### config.mk
export PLATFORM = sky130hd
export DESIGN_NAME = dot_res_packer
export DESIGN_NICKNAME = d
export VERILOG_FILES = /design/src/rtl/dot_res_packer.sv
export SDC_FILE = /design/constraint.sdc
export NUM_CORES = 2
export LEC_CHECK = 0
export CAP_MARGIN = 5
export CORE_MARGIN = 2
export CORE_UTILIZATION = 50
export CTS_CLUSTER_DIAMETER = 150
export CTS_CLUSTER_SIZE = 24
export DETAILED_ROUTE_END_ITERATION = 10
export HOLD_SLACK_MARGIN = 0.08
export PLACE_DENSITY = 0.69
export SLEW_MARGIN = 20
export SYNTH_ARGS = -nofsm -noshare
export SYNTH_HDL_FRONTEND = slang
export SYNTH_SLANG_ARGS = --single-unit
### constraint.sdc
create_clock -name clk -period 22 [get_ports clk]
set_input_delay 4.4 -clock clk [delete_from_list [all_inputs] [get_ports clk]]
set_output_delay 4.4 -clock clk [all_outputs]
set_load 0.05 [all_outputs]
### src/rtl/dot_res_packer.sv
// Accumulates multiplier partial sums into dot products, packs them into cache
// lines and buffers finished lines in a first-word fall-through output FIFO.
module dot_res_packer #(
    parameter int CACHE_WIDTH = 512,
    parameter int DATA_WIDTH  = 32,
    parameter int OUT_DEPTH   = 4
) (
    input  logic                   clk,
    input  logic                   rst,
    input  logic [DATA_WIDTH-1:0]  res_in,
    input  logic                   res_valid,
    input  logic [15:0]            cfg_lines,
    input  logic                   flush,
    output logic [CACHE_WIDTH-1:0] out_data,
    output logic                   out_last,
    output logic                   out_valid,
    input  logic                   out_ready,
    output logic                   almost_full,
    output logic                   overflow,
    output logic [31:0]            lines_out
);

    localparam int DATA_SIZE = CACHE_WIDTH / DATA_WIDTH;
    localparam int SW        = (DATA_SIZE > 1) ? $clog2(DATA_SIZE) : 1;
    localparam int PW        = (OUT_DEPTH > 1) ? $clog2(OUT_DEPTH) : 1;
    localparam int CW        = PW + 1;

    logic [DATA_WIDTH-1:0]  acc_q, acc_d, sum;
    logic [15:0]            line_cnt_q, line_cnt_d;
    logic [15:0]            cfg_q, cfg_d, lim;
    logic [SW-1:0]          slot_q, slot_d;
    logic [CACHE_WIDTH-1:0] pack_q, pack_d;
    logic                   push, push_last, pending;
    logic [CACHE_WIDTH-1:0] push_data;

    logic [CACHE_WIDTH-1:0] mem_data [OUT_DEPTH];
    logic                   mem_last [OUT_DEPTH];
    logic [PW-1:0]          wr_q, rd_q;
    logic [CW-1:0]          count_q, count_d;
    logic                   almost_full_q, overflow_q;
    logic [31:0]            lines_out_q;
    logic                   pop, full, do_write;

    // The result is folded in first; the flush then sees the post-result state,
    // so a result that completes a line leaves nothing pending for the flush.
    always_comb begin
        acc_d      = acc_q;
        line_cnt_d = line_cnt_q;
        cfg_d      = cfg_q;
        slot_d     = slot_q;
        pack_d     = pack_q;
        push       = 1'b0;
        push_last  = 1'b0;
        push_data  = pack_q;
        pending    = 1'b0;
        sum        = acc_q + res_in;
        lim        = (line_cnt_q == '0) ? ((cfg_lines == '0) ? 16'd1 : cfg_lines) : cfg_q;
        if (res_valid) begin
            if (line_cnt_q == '0)
                cfg_d = lim;
            if (line_cnt_q == lim - 16'd1) begin
                pack_d[int'(slot_q)*DATA_WIDTH +: DATA_WIDTH] = sum;
                acc_d      = '0;
                line_cnt_d = '0;
                if (slot_q == SW'(DATA_SIZE-1)) begin
                    push      = 1'b1;
                    push_data = pack_d;
                    pack_d    = '0;
                    slot_d    = '0;
                end else begin
                    slot_d = slot_q + 1'b1;
                end
            end else begin
                acc_d      = sum;
                line_cnt_d = line_cnt_q + 16'd1;
            end
        end
        if (flush) begin
            pending = (slot_d != '0) || (line_cnt_d != '0);
            if (line_cnt_d != '0)
                pack_d[int'(slot_d)*DATA_WIDTH +: DATA_WIDTH] = acc_d;
            if (pending) begin
                push       = 1'b1;
                push_last  = 1'b1;
                push_data  = pack_d;
                pack_d     = '0;
                slot_d     = '0;
                acc_d      = '0;
                line_cnt_d = '0;
            end
        end
    end

    assign pop      = out_valid && out_ready;
    assign full     = (count_q == CW'(OUT_DEPTH));
    assign do_write = push && (!full || pop);

    always_comb begin
        count_d = count_q;
        if (do_write && !pop)
            count_d = count_q + 1'b1;
        else if (!do_write && pop)
            count_d = count_q - 1'b1;
    end

    always_ff @(posedge clk) begin
        if (rst) begin
            acc_q         <= '0;
            line_cnt_q    <= '0;
            cfg_q         <= 16'd1;
            slot_q        <= '0;
            pack_q        <= '0;
            wr_q          <= '0;
            rd_q          <= '0;
            count_q       <= '0;
            almost_full_q <= 1'b0;
            overflow_q    <= 1'b0;
            lines_out_q   <= '0;
        end else begin
            acc_q         <= acc_d;
            line_cnt_q    <= line_cnt_d;
            cfg_q         <= cfg_d;
            slot_q        <= slot_d;
            pack_q        <= pack_d;
            count_q       <= count_d;
            almost_full_q <= (count_d >= CW'(OUT_DEPTH-1));
            if (do_write)
                wr_q <= wr_q + 1'b1;
            if (pop) begin
                rd_q        <= rd_q + 1'b1;
                lines_out_q <= lines_out_q + 32'd1;
            end
            if (push && full && !pop)
                overflow_q <= 1'b1;
        end
    end

    // Storage needs no reset: the head is masked to zero while the FIFO is empty.
    always_ff @(posedge clk) begin
        if (!rst && do_write) begin
            mem_data[wr_q] <= push_data;
            mem_last[wr_q] <= push_last;
        end
    end

    assign out_valid   = (count_q != '0);
    assign out_data    = out_valid ? mem_data[rd_q] : '0;
    assign out_last    = out_valid ? mem_last[rd_q] : 1'b0;
    assign almost_full = almost_full_q;
    assign overflow    = overflow_q;
    assign lines_out   = lines_out_q;

endmodule

### After elaboration in Yosys (flattened, before gate mapping)

Memory sizes are Yosys's and may differ from the RTL's. A register that Yosys moved wholly into a read port is not among the register bits.
Index checks and enable logic that the tools add are counted.

* divide/modulo/power cells: 0
* mux-type cells: 45
* bitwise logic cells: 0
* $lt $le $gt $ge: 1
* eq/ne operators: 3
* add/sub/neg operators: 11
* reductions and logical operators: 19
* multipliers: 0
* shift-type cells: 4

Operator list (count)
* two-way mux 512 bit: 12
* bitwise mux 512 bit: 2
* variable shift 32 x 33 -> 512 bit, first input constant: 2
* variable part select 32 x 33 -> 512 bit: 2
* two-way mux 32 bit: 4
* two-way mux 16 bit: 6
* negation 9 -> 33 bit: 2
* adder 32 x 1 -> 32 bit, second input constant: 1
* adder 32 bit: 1
* logical NOT 16 bit: 2
* two-way mux 4 bit: 5
* adder 16 x 1 -> 16 bit, second input constant: 1
* == test 16 bit: 1
* nonzero test 16 bit: 1
* subtractor 16 x 1 -> 16 bit, second input constant: 1
* two-way mux 1 bit: 10
* two-way mux 2 bit: 4
* logical AND 1 bit: 7
* two-way mux 3 bit: 2
* adder 2 x 1 -> 2 bit, second input constant: 2
* adder 4 x 1 -> 4 bit, second input constant: 1
* == test 4 bit, second input constant: 1
* logical NOT 1 bit: 4
* nonzero test 4 bit: 1
* other kinds (7): 8

* register bits after elaboration: 621
* RAM bits: 2052
* output and inout bits: 548
* memories kept: 2
* bits in read-only memories: 0
* bits of input ports: 53
* latch bits: 0

Memories
* mem_data: words 4, bits a word 512, read ports 1, clocked after Yosys merged registers in 1, wr ports 1, RTL line 36 `logic [CACHE_WIDTH-1:0] mem_data [OUT_DEPTH];`
* mem_last: words 4, bits a word 1, read ports 1, clocked after Yosys merged registers in 1, wr ports 1, RTL line 37 `logic mem_last [OUT_DEPTH];`

### Longest topological paths before layout

* depth after elaboration: 17
* mapped depth: 36
* gate-level depth less buffers: 28

### Worst setup path after synthesis

No wires, ideal clock.

* path type: input-to-reg
* start point: in cfg_lines[3]
* end point: mem mem_data[0][0], enable pin
* buffers on the path: 6
* data required time: 21.053 ns
* library setup time: 0.947 ns
* cell stages on the path: 30
* slack: -0.514 ns
* arrival: 21.567 ns
* path through: buf_2 > nor4_2 > and4_1 > a211o_1 > o21ai_0 > ha_1 > or3b_1 > buf_2 > or3_1 > or4b_1 > nand3_1 > a32oi_1 > nor4_2 > and4_1 > buf_2 > nand3_1 > and2_1 > clkbuf_1 > ha_1 > buf_1 > nand3_1 > a211o_1 > nor4_1 > nor3_1 > a311oi_1 > o21ai_0 > clkbuf_1 > o21ai_0 > nor2_1 > and2_1

* cells in the longest elaborated chain, start to end: 15
* elaborated cells between the ends (all ways): 20
* classes of those cells: add/sub: 1; eq/ne: 1; mux: 12; reduce/logical: 6

Ends and longest elaborated chain
* start, declared: RTL line 12 `input logic [15:0] cfg_lines,`
* logical NOT 16 bit: RTL line 57 `lim = (line_cnt_q == '0) ? ((cfg_lines == '0) ? 16'd1 : cfg_lines) : cfg_q;`
* two-way mux 16 bit * (2 in series): RTL line 57
* subtractor 16 x 1 -> 16 bit *: RTL line 61 `if (line_cnt_q == lim - 16'd1) begin`
* == test 16 bit *: RTL line 61
* two-way mux 16 bit or two-way mux 4 bit (tied branches): RTL line 61
* two-way mux 16 bit or two-way mux 4 bit (tied branches): RTL line 58 `if (res_valid) begin`
* nonzero test 16 bit or nonzero test 4 bit (tied branches): RTL line 79 `pending = (slot_d != '0) || (line_cnt_d != '0);`
* logical OR 1 bit: RTL line 79
* two-way mux 1 bit: RTL line 82 `if (pending) begin`
* two-way mux 1 bit *: RTL line 78 `if (flush) begin`
* logical AND 1 bit *: RTL line 96 `assign do_write = push && (!full || pop);`
* logical AND 1 bit *: RTL line 140 `if (!rst && do_write) begin`
* two-way mux 1 bit *: RTL line 140
* two-way mux 1 bit (implied by the code) *: RTL line 141 `mem_data[wr_q] <= push_data;`
* end, declared: RTL line 36

Every way passes the cells marked *; elsewhere a longest branch is shown, timed or not.

### Worst setup path after layout

* start point: in cfg_lines[3]
* end point: mem mem_data[0][478] (data pin)

* cells in the longest elaborated chain, start to end: 13
* elaborated cells between the ends (all ways): 25
* classes of those cells: add/sub: 2; eq/ne: 1; shift: 2; mux: 16; reduce/logical: 4

Ends and longest elaborated chain
* logical NOT 16 bit: RTL line 57
* two-way mux 16 bit * (2 in series): RTL line 57
* subtractor 16 x 1 -> 16 bit *: RTL line 61
* == test 16 bit *: RTL line 61
* two-way mux 4 bit: RTL line 61
* two-way mux 4 bit: RTL line 58
* negation 9 -> 33 bit: RTL line 81 `pack_d[int'(slot_d)*DATA_WIDTH +: DATA_WIDTH] = acc_d;`
* variable part select 32 x 33 -> 512 bit or variable shift 32 x 33 -> 512 bit (tied branches): RTL line 81
* bitwise mux 512 bit: RTL line 81
* two-way mux 512 bit: RTL line 80 `if (line_cnt_d != '0)`
* two-way mux 512 bit: RTL line 82
* two-way mux 512 bit *: RTL line 78
* named net push_data[478]: RTL line 34 `logic [CACHE_WIDTH-1:0] push_data;`

Mark *: on every way through the listed nets, which the timed path passes. The rest lies on a longest branch.

==> summary.txt <==
Outcome
  – Outcome: complete, no violations

Pwr
  – Pwr Density: 112 nW/um2
  – Post-layout power: 14.9 mW
  – Max IR drop VDD: 0.147 mV
  – Leakage power: about 42 nW

Global routing
  – First-pass GRT wire length: 566 mm
  – GR Overflow Total: 0
  – Vias in the first global route: 79900
  – GRT Util Overall: 0.322
  – Pin count of the biggest net entering global routing: about 180
  – Initial antenna violation count: 46

Drt
  – WL/cell: 30.4 um
  – DR vias: about 86000
  – First-pass detailed-route iteration total: 9
  – Antenna Nets Post-Route: 0
  – First DRT Iteration DRCs: 13100
  – Vias/cell: 6.49
  – Final WL: 401 mm
  – DRC Markers: 0

Yosys
  – Syn Area/Cell: 12.3 um2
  – Most frequent cells after synthesis: edfxtp_1, nor2_1, a21oi_1
  – Post-synth net total: 9802
  – Post-synthesis sequential area ratio: 0.621
  – Synth top area share: 0.517
  – Area contributors post-synth: edfxtp_1, dfxtp_1, mux4_2
  – Ys async rst share: 0
  – Mapped Area: approximately 120000 um2
  – YS warnings: 0
  – Syn Inst Count: 9698
  – Number of synthesized flops with an enable pin: just over 2000
  – Top_reg_cell synth: edfxtp_1
  – Cell taking the most area after synthesis: edfxtp_1
  – Most frequent cell after synthesis: edfxtp_1
  – Distinct cells, synth: 91
  – Flops & latches, synth: 2675

Worst setup path
  – WS Path Type: input pin to flip-flop
  – RR Startpoint: line_cnt_q[0]
  – Crit path from: cfg_lines[3]
  – Crit path required time: around 23 ns
  – R2r worst-path depth: 29
  – Critical Path End Type: flip-flop
  – Element type at the critical path start: input pin
  – CP Data Arrival Time: 15.45 ns
  – CP max FO: 155

Clocking
  – CTS tree: yes
  – Total CTS buffers: 130
  – Hold-fix buffers, CTS: 0
  – Cts repair resizes: 0
  – # H-tree levels: 4
  – Post-CTS Setup Inserts: 0
  – CTS sink count: between 2000 and 3000
  – Worst-path clk slew: 0.10 ns
  – Clock root buffer master: clkbuf_16
  – Latest clock arrival within the worst-skew pair: 0.86 ns
  – Clk buf depth: 3

Floorplan
  – Die width: 492 um
  – Num rows: 179
  – Total Die Area: 242000 um2
  – Core outline area: about 240000 um2
  – Die height: 492 um
  – I/O Pins: 601
  – Initial Util: 0.502

Timing
  – Fin crit share: 0.675
  – Final min period: 14.85 ns
  – # setup viols final: 0
  – Clock skew: 0.0554 ns
  – Max-slew headroom: 0.0964
  – Max Clk Rate: between 60 and 70 MHz
  – Fin. Hold Viols: 0
  – RSZ-0062 raised after global routing: no
  – Slew Limit Fails: 0
  – Worst slew pin tran: 1.35 ns
  – Sum Neg Setup Slack: 0 ns
  – Final setup margin: between 7 and 8 ns

Run
  – Max-Cap Viols: 0

Placed design
  – Post-place setup slack: 6.58 ns
  – # placed instances: roughly 13000
  – IO buf count: 600
  – Placed wire-length estimate: 257 mm
  – GP Congestion: approximately 0.95

Final layout
  – Final Util: 0.558
  – Share of cells above drive strength 1: 0.103
  – Post-Layout Cell Count: ~13000
  – Nets: 10000
  – Syn-to-layout area delta: 11.1%

Worst hold path
  – Worst hold path class: flip-flop to flip-flop
  – Hold Path Stages: 2
  – HP Start: pack_q[4]
[metal layers]
metal,routed length (um),track usage,vias to the layer above
li1,-,-,36400
met1,143000,0.411,42400
met2,178000,0.485,5708
met3,46700,0.0828,1153
met4,32900,0.216,22
met5,184,0,-
[final timing paths]
kind                           end  slack [ns]
hold reg to reg          pack_q[4]        0.46
setup / recovery  mem_data[0][478]        7.15
hold / removal           pack_q[4]        0.46
setup reg to reg  mem_data[0][478]       10.30
[report_power, final]
group | internal, mW | switching (mW) | total, mW
logic | 2.10 | 4.35 | 6.44
registers | 5.57 | 0.0579 | 5.63
clock network | 1.18 | 1.60 | 2.78
total | 8.85 | 6.01 | 14.9
[sequential cells by signal, summed over array words and instances (netlist names), named ones only]
name and flops:
mem_data 2048, wr_q 2, mem_last 4, overflow 1, almost_full 1, rd_q 2
cfg_q 16, acc_q 32, count_q 3, line_cnt_q 16, slot_q 4, pack_q 512
lines_out 32
[logic make-up after synthesis]
logic type               share of synthesized area
AO/OA/AOI/OAI                                0.112
XOR/XNOR                                   0.00845
adder cells (fa/ha/maj)                    0.00541
buffers and inverters                       0.0263
flip-flops                                   0.621
multiplexers                                0.0997
AND/OR/NAND/NOR                              0.127
[layout by cell type, fill, tap and decap left out, drive strengths merged, types with 190 or more instances in the layout]
cell type      instances
clkbuf               226
a211oi               190
a21oi                921
o21ai                702
nor2                1186
edfxtp              2052
nand2                853
dfxtp                623
mux4                 513
clkdlybuf4s50        598
and2                 658
buf                  213
[critical path: stages]
cell and delay [ns]:
clkdlybuf4s50_1 0.65, nor4_2 0.14, and4_1 0.22, a211o_1 0.29, o21ai_0 0.21, ha_1 0.37
or3b_1 0.50, or3_1 0.38, or4b_1 0.48, nand3_1 0.10, a32oi_1 0.21, a21oi_1 0.18
and4_1 0.30, buf_4 0.45, nand2_1 0.25, a21oi_1 0.39, ha_1 0.51, nand3_1 0.19
a211o_1 0.30, nor4_1 0.26, nor3_1 0.11, a311oi_1 0.32, nand2b_4 0.55, buf_4 0.84
buf_12 0.59, buf_4 0.84, nor2_4 0.37, a221oi_1 0.56
[stage by stage]
stage                     cell area [um2]  hold WS, ns
after floorplan                    119000        0.432
after global placement             128000        0.441
after detailed placement           128000        0.447
after CTS                          132000        0.460
after global routing               132000        0.485
final                              133000        0.460
[cell type report]
class                   instances  area (um2)
well taps                    3167        3960
diodes                         25        62.6
clock buffers                 226        3720
flip-flops and latches       2675       74100
inverters                      35         139
clock inverters                12         183
fillers                     19100      105000
repair buffers                811        7740
multi-input cells            6250       42600
(Power assumes the default switching activity.)
